`src/rtl/mlp_acc_pkg.sv`:
```
`default_nettype none
// ============================================================================
// Package     : mlp_acc_pkg
// Description : Shared types and default sizing for the MLP load sequencer.
// Revision    : 1.0 - initial release
// ============================================================================
package mlp_acc_pkg;

  localparam int DATA_W         = 32;
  localparam int NUM_IN_ROWS    = 16;
  localparam int NUM_LAYERS_MAX = 8;
  localparam int NUM_WT_BEATS   = 8;
  localparam int RES_PER_LAYER  = 8;

  localparam int ROW_W   = (NUM_IN_ROWS    > 1) ? $clog2(NUM_IN_ROWS)    : 1;
  localparam int LAYER_W = (NUM_LAYERS_MAX > 1) ? $clog2(NUM_LAYERS_MAX) : 1;
  localparam int WT_W    = (NUM_WT_BEATS   > 1) ? $clog2(NUM_WT_BEATS)   : 1;

  typedef logic [DATA_W-1:0] word_t;

  typedef enum logic [2:0] {
    ST_IDLE     = 3'd0,
    ST_LOAD_IN  = 3'd1,
    ST_LOAD_WT  = 3'd2,
    ST_WAIT_RES = 3'd3,
    ST_DONE     = 3'd4
  } seq_state_e;

endpackage
`default_nettype wire

```
`src/rtl/mlp_load_sequencer_if.sv`:
```
`default_nettype none
// ============================================================================
// Interface   : mlp_load_sequencer_if
// Description : Stream input, accelerator load/result and result-FIFO output
//               signals of the load sequencer.
// Revision    : 1.0 - initial release
// ============================================================================
interface mlp_load_sequencer_if #(
  parameter int DATA_W  = mlp_acc_pkg::DATA_W,
  parameter int ROW_W   = mlp_acc_pkg::ROW_W,
  parameter int LAYER_W = mlp_acc_pkg::LAYER_W,
  parameter int WT_W    = mlp_acc_pkg::WT_W
);
  // word stream in
  logic               s_valid_i;
  logic [DATA_W-1:0]  s_data_i;
  logic               s_ready_o;
  // accelerator load side
  logic               load_en_o;
  logic [DATA_W-1:0]  load_payload_o;
  logic               load_type_o;
  logic [ROW_W-1:0]   input_load_number_o;
  logic [LAYER_W-1:0] layer_number_o;
  logic [WT_W-1:0]    weight_number_o;
  // accelerator results in
  logic               acc_valid_i;
  logic [DATA_W-1:0]  acc_data_i;
  // buffered results out
  logic               m_valid_o;
  logic [DATA_W-1:0]  m_data_o;
  logic               m_ready_i;

  // sequencer side
  modport master (
    input  s_valid_i, s_data_i, acc_valid_i, acc_data_i, m_ready_i,
    output s_ready_o, load_en_o, load_payload_o, load_type_o,
           input_load_number_o, layer_number_o, weight_number_o,
           m_valid_o, m_data_o
  );

  // environment side (stream source, accelerator, result sink)
  modport slave (
    output s_valid_i, s_data_i, acc_valid_i, acc_data_i, m_ready_i,
    input  s_ready_o, load_en_o, load_payload_o, load_type_o,
           input_load_number_o, layer_number_o, weight_number_o,
           m_valid_o, m_data_o
  );
endinterface
`default_nettype wire

```
`src/rtl/mlp_res_fifo.sv`:
```
`default_nettype none
// ============================================================================
// Module      : mlp_res_fifo
// Description : Synchronous result FIFO with flush; head is registered, so a
//               word pushed into an empty FIFO is visible the next cycle.
// Revision    : 1.0 - initial release
// ============================================================================
module mlp_res_fifo #(
  parameter int DATA_W = 32,
  parameter int DEPTH  = 4
) (
  input  logic              clk,
  input  logic              rst,
  input  logic              flush,
  input  logic              push,
  input  logic              pop,
  input  logic [DATA_W-1:0] din,
  output logic [DATA_W-1:0] dout,
  output logic              full,
  output logic              empty
);
  localparam int AW = (DEPTH > 1) ? $clog2(DEPTH) : 1;

  logic [DATA_W-1:0] mem [DEPTH];
  logic [AW-1:0]     wr_ptr;
  logic [AW-1:0]     rd_ptr;
  logic [AW:0]       count;
  logic              do_push;
  logic              do_pop;

  assign empty   = (count == '0);
  assign full    = (count == (AW+1)'(DEPTH));
  assign do_pop  = pop && !empty && !flush;
  // a full FIFO still accepts a word when the head leaves in the same cycle
  assign do_push = push && (!full || do_pop) && !flush;
  assign dout    = empty ? '0 : mem[rd_ptr];

  // pointer and occupancy tracking; depth is a power of two so pointers wrap
  always_ff @(posedge clk) begin
    if (rst || flush) begin
      wr_ptr <= '0;
      rd_ptr <= '0;
      count  <= '0;
    end else begin
      if (do_push) wr_ptr <= wr_ptr + AW'(1);
      if (do_pop)  rd_ptr <= rd_ptr + AW'(1);
      if (do_push && !do_pop)      count <= count + (AW+1)'(1);
      else if (do_pop && !do_push) count <= count - (AW+1)'(1);
    end
  end

  // storage array, no reset needed since dout is gated by empty
  always_ff @(posedge clk) begin
    if (do_push) mem[wr_ptr] <= din;
  end
endmodule
`default_nettype wire

```
`src/rtl/mlp_load_sequencer.sv`:
```
`default_nettype none
// ============================================================================
// Module      : mlp_load_sequencer
// Description : Turns a valid/ready word stream into accelerator load beats
//               (input rows, then weights per layer), waits for each layer's
//               results and buffers all results in a FIFO.
// Revision    : 1.0 - initial release
// ============================================================================
module mlp_load_sequencer #(
  parameter int DATA_W         = 32,
  parameter int NUM_IN_ROWS    = 16,
  parameter int NUM_LAYERS_MAX = 8,
  parameter int NUM_WT_BEATS   = 8,
  parameter int RES_PER_LAYER  = 8,
  parameter int FIFO_DEPTH     = 4,
  parameter int TIMEOUT_CYC    = 1024,
  localparam int ROW_W   = (NUM_IN_ROWS    > 1) ? $clog2(NUM_IN_ROWS)    : 1,
  localparam int LAYER_W = (NUM_LAYERS_MAX > 1) ? $clog2(NUM_LAYERS_MAX) : 1,
  localparam int WT_W    = (NUM_WT_BEATS   > 1) ? $clog2(NUM_WT_BEATS)   : 1
) (
  input  logic               clk,
  input  logic               rst,
  input  logic               start_i,
  input  logic [LAYER_W-1:0] last_layer_i,
  input  logic               abort_i,
  output logic               busy_o,
  output logic               done_o,
  output logic               err_timeout_o,
  output logic               overflow_o,
  mlp_load_sequencer_if.master bus
);
  import mlp_acc_pkg::*;

  localparam int RES_W  = (RES_PER_LAYER > 1) ? $clog2(RES_PER_LAYER) : 1;
  localparam int IDLE_W = (TIMEOUT_CYC   > 1) ? $clog2(TIMEOUT_CYC)   : 1;

  localparam logic [ROW_W-1:0]  ROW_LAST  = ROW_W'(NUM_IN_ROWS - 1);
  localparam logic [WT_W-1:0]   WT_LAST   = WT_W'(NUM_WT_BEATS - 1);
  localparam logic [RES_W-1:0]  RES_LAST  = RES_W'(RES_PER_LAYER - 1);
  localparam logic [IDLE_W-1:0] IDLE_LAST = IDLE_W'(TIMEOUT_CYC - 1);

  seq_state_e         state;
  logic [ROW_W-1:0]   row_cnt;
  logic [WT_W-1:0]    wt_cnt;
  logic [LAYER_W-1:0] layer;
  logic [LAYER_W-1:0] last_layer;
  logic [RES_W-1:0]   res_cnt;
  logic [IDLE_W-1:0]  idle_cnt;
  logic               err_timeout;
  logic               overflow;

  logic               load_en;
  logic               load_type;
  logic [DATA_W-1:0]  load_payload;
  logic [ROW_W-1:0]   row_num;
  logic [WT_W-1:0]    wt_num;

  logic               start_accept;
  logic               fifo_push;
  logic               fifo_pop;
  logic               fifo_full;
  logic               fifo_empty;
  logic               fifo_drop;

  assign start_accept = (state == ST_IDLE) && start_i && !abort_i;

  // results are captured in every state except IDLE; abort flushes instead
  assign fifo_push = bus.acc_valid_i && (state != ST_IDLE);
  assign fifo_pop  = !fifo_empty && bus.m_ready_i;
  assign fifo_drop = fifo_push && fifo_full && !fifo_pop && !abort_i;

  mlp_res_fifo #(
    .DATA_W (DATA_W),
    .DEPTH  (FIFO_DEPTH)
  ) u_res_fifo (
    .clk   (clk),
    .rst   (rst),
    .flush (abort_i),
    .push  (fifo_push),
    .pop   (fifo_pop),
    .din   (bus.acc_data_i),
    .dout  (bus.m_data_o),
    .full  (fifo_full),
    .empty (fifo_empty)
  );

  // phase sequencing, beat counters and the registered load outputs
  always_ff @(posedge clk) begin
    if (rst) begin
      state        <= ST_IDLE;
      row_cnt      <= '0;
      wt_cnt       <= '0;
      layer        <= '0;
      last_layer   <= '0;
      res_cnt      <= '0;
      idle_cnt     <= '0;
      err_timeout  <= 1'b0;
      load_en      <= 1'b0;
      load_type    <= 1'b0;
      load_payload <= '0;
      row_num      <= '0;
      wt_num       <= '0;
    end else begin
      load_en <= 1'b0;
      if (abort_i) begin
        // a handshake in the abort cycle is dropped, not forwarded
        state <= ST_IDLE;
      end else begin
        unique case (state)
          ST_IDLE: begin
            if (start_i) begin
              state       <= ST_LOAD_IN;
              row_cnt     <= '0;
              wt_cnt      <= '0;
              layer       <= '0;
              res_cnt     <= '0;
              idle_cnt    <= '0;
              last_layer  <= last_layer_i;
              err_timeout <= 1'b0;
            end
          end
          ST_LOAD_IN: begin
            if (bus.s_valid_i) begin
              load_en      <= 1'b1;
              load_type    <= 1'b1;
              load_payload <= bus.s_data_i;
              row_num      <= row_cnt;
              if (row_cnt == ROW_LAST) begin
                state  <= ST_LOAD_WT;
                layer  <= '0;
                wt_cnt <= '0;
              end else begin
                row_cnt <= row_cnt + ROW_W'(1);
              end
            end
          end
          ST_LOAD_WT: begin
            if (bus.s_valid_i) begin
              load_en      <= 1'b1;
              load_type    <= 1'b0;
              load_payload <= bus.s_data_i;
              wt_num       <= wt_cnt;
              if (wt_cnt == WT_LAST) begin
                state    <= ST_WAIT_RES;
                res_cnt  <= '0;
                idle_cnt <= '0;
              end else begin
                wt_cnt <= wt_cnt + WT_W'(1);
              end
            end
          end
          ST_WAIT_RES: begin
            if (bus.acc_valid_i) begin
              idle_cnt <= '0;
              if (res_cnt == RES_LAST) begin
                res_cnt <= '0;
                if (layer == last_layer) begin
                  state <= ST_DONE;
                end else begin
                  layer  <= layer + LAYER_W'(1);
                  wt_cnt <= '0;
                  state  <= ST_LOAD_WT;
                end
              end else begin
                res_cnt <= res_cnt + RES_W'(1);
              end
            end else if (idle_cnt == IDLE_LAST) begin
              err_timeout <= 1'b1;
              state       <= ST_DONE;
            end else begin
              idle_cnt <= idle_cnt + IDLE_W'(1);
            end
          end
          ST_DONE: state <= ST_IDLE;
          default: state <= ST_IDLE;
        endcase
      end
    end
  end

  // sticky overflow: set on a dropped result, cleared by an accepted start
  always_ff @(posedge clk) begin
    if (rst) begin
      overflow <= 1'b0;
    end else if (start_accept) begin
      overflow <= 1'b0;
    end else if (fifo_drop) begin
      overflow <= 1'b1;
    end
  end

  assign busy_o        = (state != ST_IDLE);
  assign done_o        = (state == ST_DONE);
  assign err_timeout_o = err_timeout;
  assign overflow_o    = overflow;

  assign bus.s_ready_o           = (state == ST_LOAD_IN) || (state == ST_LOAD_WT);
  assign bus.load_en_o           = load_en;
  assign bus.load_type_o         = load_type;
  assign bus.load_payload_o      = load_payload;
  assign bus.input_load_number_o = row_num;
  assign bus.weight_number_o     = wt_num;
  assign bus.layer_number_o      = layer;
  assign bus.m_valid_o           = !fifo_empty;
endmodule
`default_nettype wire

```
`src/flat_wrapper.sv`:
```
// flat-port wrapper written by rule: the top's interface ports become plain ports
module mlp_load_sequencer_flat import mlp_acc_pkg::*;
#(
  parameter int DATA_W         = 32,
  parameter int NUM_IN_ROWS    = 16,
  parameter int NUM_LAYERS_MAX = 8,
  parameter int NUM_WT_BEATS   = 8,
  parameter int RES_PER_LAYER  = 8,
  parameter int FIFO_DEPTH     = 4,
  parameter int TIMEOUT_CYC    = 1024,
  localparam int ROW_W   = (NUM_IN_ROWS    > 1) ? $clog2(NUM_IN_ROWS)    : 1,
  localparam int LAYER_W = (NUM_LAYERS_MAX > 1) ? $clog2(NUM_LAYERS_MAX) : 1,
  localparam int WT_W    = (NUM_WT_BEATS   > 1) ? $clog2(NUM_WT_BEATS)   : 1
)
  (clk, rst, start_i, last_layer_i, abort_i, busy_o, done_o, err_timeout_o, overflow_o, bus_s_valid_i, bus_s_data_i, bus_acc_valid_i, bus_acc_data_i, bus_m_ready_i, bus_s_ready_o, bus_load_en_o, bus_load_payload_o, bus_load_type_o, bus_input_load_number_o, bus_layer_number_o, bus_weight_number_o, bus_m_valid_o, bus_m_data_o);
  mlp_load_sequencer_if #(.DATA_W(DATA_W)) bus_i ();
  input  logic clk;
  input  logic rst;
  input  logic start_i;
  input  logic [LAYER_W-1:0] last_layer_i;
  input  logic abort_i;
  output logic busy_o;
  output logic done_o;
  output logic err_timeout_o;
  output logic overflow_o;
  input wire logic [$bits(bus_i.s_valid_i)-1:0] bus_s_valid_i;
  input wire logic [$bits(bus_i.s_data_i)-1:0] bus_s_data_i;
  input wire logic [$bits(bus_i.acc_valid_i)-1:0] bus_acc_valid_i;
  input wire logic [$bits(bus_i.acc_data_i)-1:0] bus_acc_data_i;
  input wire logic [$bits(bus_i.m_ready_i)-1:0] bus_m_ready_i;
  output wire logic [$bits(bus_i.s_ready_o)-1:0] bus_s_ready_o;
  output wire logic [$bits(bus_i.load_en_o)-1:0] bus_load_en_o;
  output wire logic [$bits(bus_i.load_payload_o)-1:0] bus_load_payload_o;
  output wire logic [$bits(bus_i.load_type_o)-1:0] bus_load_type_o;
  output wire logic [$bits(bus_i.input_load_number_o)-1:0] bus_input_load_number_o;
  output wire logic [$bits(bus_i.layer_number_o)-1:0] bus_layer_number_o;
  output wire logic [$bits(bus_i.weight_number_o)-1:0] bus_weight_number_o;
  output wire logic [$bits(bus_i.m_valid_o)-1:0] bus_m_valid_o;
  output wire logic [$bits(bus_i.m_data_o)-1:0] bus_m_data_o;
  assign bus_i.s_valid_i = bus_s_valid_i;
  assign bus_i.s_data_i = bus_s_data_i;
  assign bus_i.acc_valid_i = bus_acc_valid_i;
  assign bus_i.acc_data_i = bus_acc_data_i;
  assign bus_i.m_ready_i = bus_m_ready_i;
  assign bus_s_ready_o = bus_i.s_ready_o;
  assign bus_load_en_o = bus_i.load_en_o;
  assign bus_load_payload_o = bus_i.load_payload_o;
  assign bus_load_type_o = bus_i.load_type_o;
  assign bus_input_load_number_o = bus_i.input_load_number_o;
  assign bus_layer_number_o = bus_i.layer_number_o;
  assign bus_weight_number_o = bus_i.weight_number_o;
  assign bus_m_valid_o = bus_i.m_valid_o;
  assign bus_m_data_o = bus_i.m_data_o;
  mlp_load_sequencer #(.DATA_W(DATA_W), .NUM_IN_ROWS(NUM_IN_ROWS), .NUM_LAYERS_MAX(NUM_LAYERS_MAX), .NUM_WT_BEATS(NUM_WT_BEATS), .RES_PER_LAYER(RES_PER_LAYER), .FIFO_DEPTH(FIFO_DEPTH), .TIMEOUT_CYC(TIMEOUT_CYC)) u_core (.clk(clk), .rst(rst), .start_i(start_i), .last_layer_i(last_layer_i), .abort_i(abort_i), .busy_o(busy_o), .done_o(done_o), .err_timeout_o(err_timeout_o), .overflow_o(overflow_o), .bus(bus_i));
endmodule
```
`config.mk`:
```
export PLATFORM = sky130hd
export DESIGN_NAME = mlp_load_sequencer_flat
export DESIGN_NICKNAME = d
export VERILOG_FILES = /design/src/rtl/mlp_acc_pkg.sv /design/src/rtl/mlp_load_sequencer_if.sv /design/src/rtl/mlp_res_fifo.sv /design/src/rtl/mlp_load_sequencer.sv /design/src/flat_wrapper.sv
export SDC_FILE = /design/constraint.sdc
export NUM_CORES = 1
export LEC_CHECK = 0
export BUFFER_PORTS_ARGS = -buffer_cell sky130_fd_sc_hd__buf_2
export CORE_MARGIN = 2
export CORE_UTILIZATION = 40
export DETAILED_ROUTE_END_ITERATION = 10
export GPL_TIMING_DRIVEN = 0
export SLEW_MARGIN = 40
export SYNTH_ARGS = -nofsm -noshare
export SYNTH_HDL_FRONTEND = slang
export SYNTH_HIERARCHICAL = 1
export SYNTH_SLANG_ARGS = --single-unit
```
`constraint.sdc`:
```
create_clock -name clk -period 3.7 [get_ports clk]
set_input_delay 0.37 -clock clk [delete_from_list [all_inputs] [get_ports clk]]
set_output_delay 0.37 -clock clk [all_outputs]
set_load 0.02 [all_outputs]
```
==> flow_summary.toml <==
[layout]
n_antenna_cell = 0
drive_gt1_frac = 0.300
layout_commonest_cell = "buf_2"
fillers = 1912
syn2layout_area_growth_pct = 21.5
final_cell_mix = "160 x buf_2, 128 x edfxtp_1, 94 x nand2_1"
final_nets = 931
fin_util = 0.499
seq_area_um2 = 5470
multi_input_area_um2 = 2990

[route]
vias = 5808
drc = 0
wirelength_um = 18800
avgRoutedWirePerCell_um = 16.6
dr.pass1.iters = 5
dr.first_iter.drc_count = 336
viasPerCell = 5.12
ant_nets = 0

[clocking]
clock_path_buffers = 3
tritoncts = "yes"
clk_pin_slew_ns = 0.06
cts_root_buffer = "clkbuf_16"
htree_num_levels = 1
clk_latency_ns = 0.51
cts_made_buffers = 23
cts_setup_buffers = 0
clock-sinks = 209

[synthesis]
synth-edff-count = 128
syn-cell-area_um2 = 8680
synthCells = 665
ys_seq_area_frac = 0.629
synth.avg_cell_area_um2 = 13.1
ys_warn_count = 6
synth_flop_cell = "edfxtp_1"
ys_ff_latch = 209
yosysUniqueCellTypes = 70
syn_nets = 752
async_reset_ff_frac = 0

[floorplanning]
dieHeight_um = 151
die_area_um2 = 22900
ios = 156
std_cell_rows = 53
die_width_um = 151
fp.coreArea_um2 = 21200
initial_utilization = 0.410

[global_routing]
grt_max_degree = 33
antenna_found_initial = 0
grt_pass1_wl_um = 30400
globalRoute.totalOverflow = 0
grtUsageTotal = 0.167
grt_pass1_vias = 5892

[sta]
finalHoldViolCount = 0
worst_clock_skew_ns = 0.00942
slew_headroom = 0.472
hold-worst-slack_ns = 0.0737
tns_ns = 0
grt_setup_unrepaired = "no"
max_slew.worst_pin.slew_ns = 0.786
period_share = 0.876
setup_viol_count_final = 0
fmaxAchievable_ghz = 0.309
slew_violations = 0
period_minus_slack_ns = 3.24

[place]
hpwl_um = 12800
place.gp.congestion = 0.875
portBuffers = 154

[worst_setup_path]
r2r-start = "u_core/u_res_fifo/count[0]"
startpoint_type = "flip-flop"
critPathRequiredTime_ns = 4.13
ff2ff_path_depth = 12
critPathKind = "reg -> reg"
worst-path-max-fanout = 11
critPathLaunch = "u_core/u_res_fifo/count[0]"
end_kind = "flip-flop"
arrival_ns = 3.67

[outcome]
status = "finished clean"

[hold_path]
worstHoldPathCells = 1
worstHoldStart = "bus_acc_data_i[26]"
hold_class = "in -> reg"

[power]
p_leak_nw = 3.98
fin_total_pwr_mw = 4.94
cellPowerDensity_nw_per_um2 = 468
ir_drop_mv = 0.375

[run]
cap_violations = 0
## registers in the layout, summed over array words and instances, names as in the netlist, 2 cells and up, named ones only
name / cells
u_core/last_layer: 3
u_core/bus.layer_number_o: 3
u_core/bus.weight_number_o: 3
u_core/u_res_fifo/wr_ptr: 2
u_core/u_res_fifo/count: 3
u_core/res_cnt: 3
u_core/row_cnt: 4
u_core/state: 3
u_core/bus.load_payload_o: 32
u_core/u_res_fifo/rd_ptr: 2
u_core/bus.input_load_number_o: 4
u_core/idle_cnt: 10
u_core/u_res_fifo/mem: 128
u_core/wt_cnt: 3
## synthesized netlist by cell type (5+ instances only)
cell type / instances / area share
mux2i_1: 11 / 0.013
buf_2: 6 / 0.0035
nor2_1: 21 / 0.0091
buf_4: 8 / 0.0069
dfxtp_1: 81 / 0.19
o31ai_1: 5 / 0.0043
o21ai_0: 10 / 0.0058
nand2_1: 94 / 0.041
edfxtp_1: 128 / 0.44
nor3_1: 10 / 0.0058
clkbuf_1: 20 / 0.0086
a21oi_1: 54 / 0.031
inv_1: 12 / 0.0052
mux4_2: 32 / 0.083
nand4_1: 9 / 0.0065
nand3_1: 26 / 0.015
ha_1: 12 / 0.017
xor2_1: 7 / 0.0071
or3_1: 5 / 0.0036
nor2b_1: 32 / 0.023
## area by class of cell
class / count / share of cell area
timing repair buffer: 154 / 0.0730
clock inverter: 12 / 0.0133
buffer: 40 / 0.0197
tap: 275 / 0.0326
multi-input combinational: 404 / 0.283
inverter: 12 / 0.00427
sequential: 209 / 0.518
clock buffer: 28 / 0.0563
## per-stage QoR
| stage | setup slack, ns | area, µm² | cells |
|---|---|---|---|
| 6_report | 0.460 | 10600 | 1134 |
| 5_1_grt | 0.168 | 10600 | 1134 |
| 4_1_cts | 0.183 | 10600 | 1134 |
| 3_5_place_dp | 0.201 | 9820 | 1094 |
| 3_3_place_gp | -0.0629 | 9800 | 1094 |
| 2_1_floorplan | 0.688 | 8680 | 665 |
## power by group
part           internal [mW]  switching [mW]  leakage [nW]  total, mW
clock                   1.35           0.879         0.355       2.23
combinational         0.0830           0.135          1.82      0.218
sequential              2.49         0.00861          1.81       2.49
## final timing paths
check,end,slack (ns)
setup reg to reg,u_core/u_res_fifo/count[2],0.46
hold / removal,u_core/u_res_fifo/mem[1][26],0.07
setup / recovery,u_core/u_res_fifo/count[2],0.46
hold reg to reg,u_core/bus.load_payload_o[13],0.45
## critical path, stage by stage (launching register included)
cell      delay, ns
dfxtp_1        0.38
nor3_2         0.48
clkbuf_2       0.36
nor2b_1        0.15
or4b_1         0.47
buf_2          0.18
and2_4         0.17
ha_1           0.21
inv_1          0.08
fa_1           0.18
xor2_1         0.07
or3_1          0.30
a21oi_1        0.14
## timing repair
item,in CTS,in global routing
hold buffers,0,0
setup endpoints to repair,0,2
resized for setup,0,2
## metal layers
metal / track usage / vias to the layer above / routed length, µm
li1: - / 2834 / -
met4: 0.0355 / 0 / 265
met3: 0.0413 / 25 / 1410
met1: 0.219 / 2775 / 8230
met2: 0.282 / 174 / 8930
met5: 0 / - / 0
## logic make-up after synthesis
kind of cell    synth area share
buf+inv                   0.0290
flops                      0.629
mux                       0.0974
xor+xnor                 0.00706
fa+ha+maj                 0.0196
simple gates               0.139
compound gates            0.0781
No activity file was read; power rests on OpenSTA's default activity.
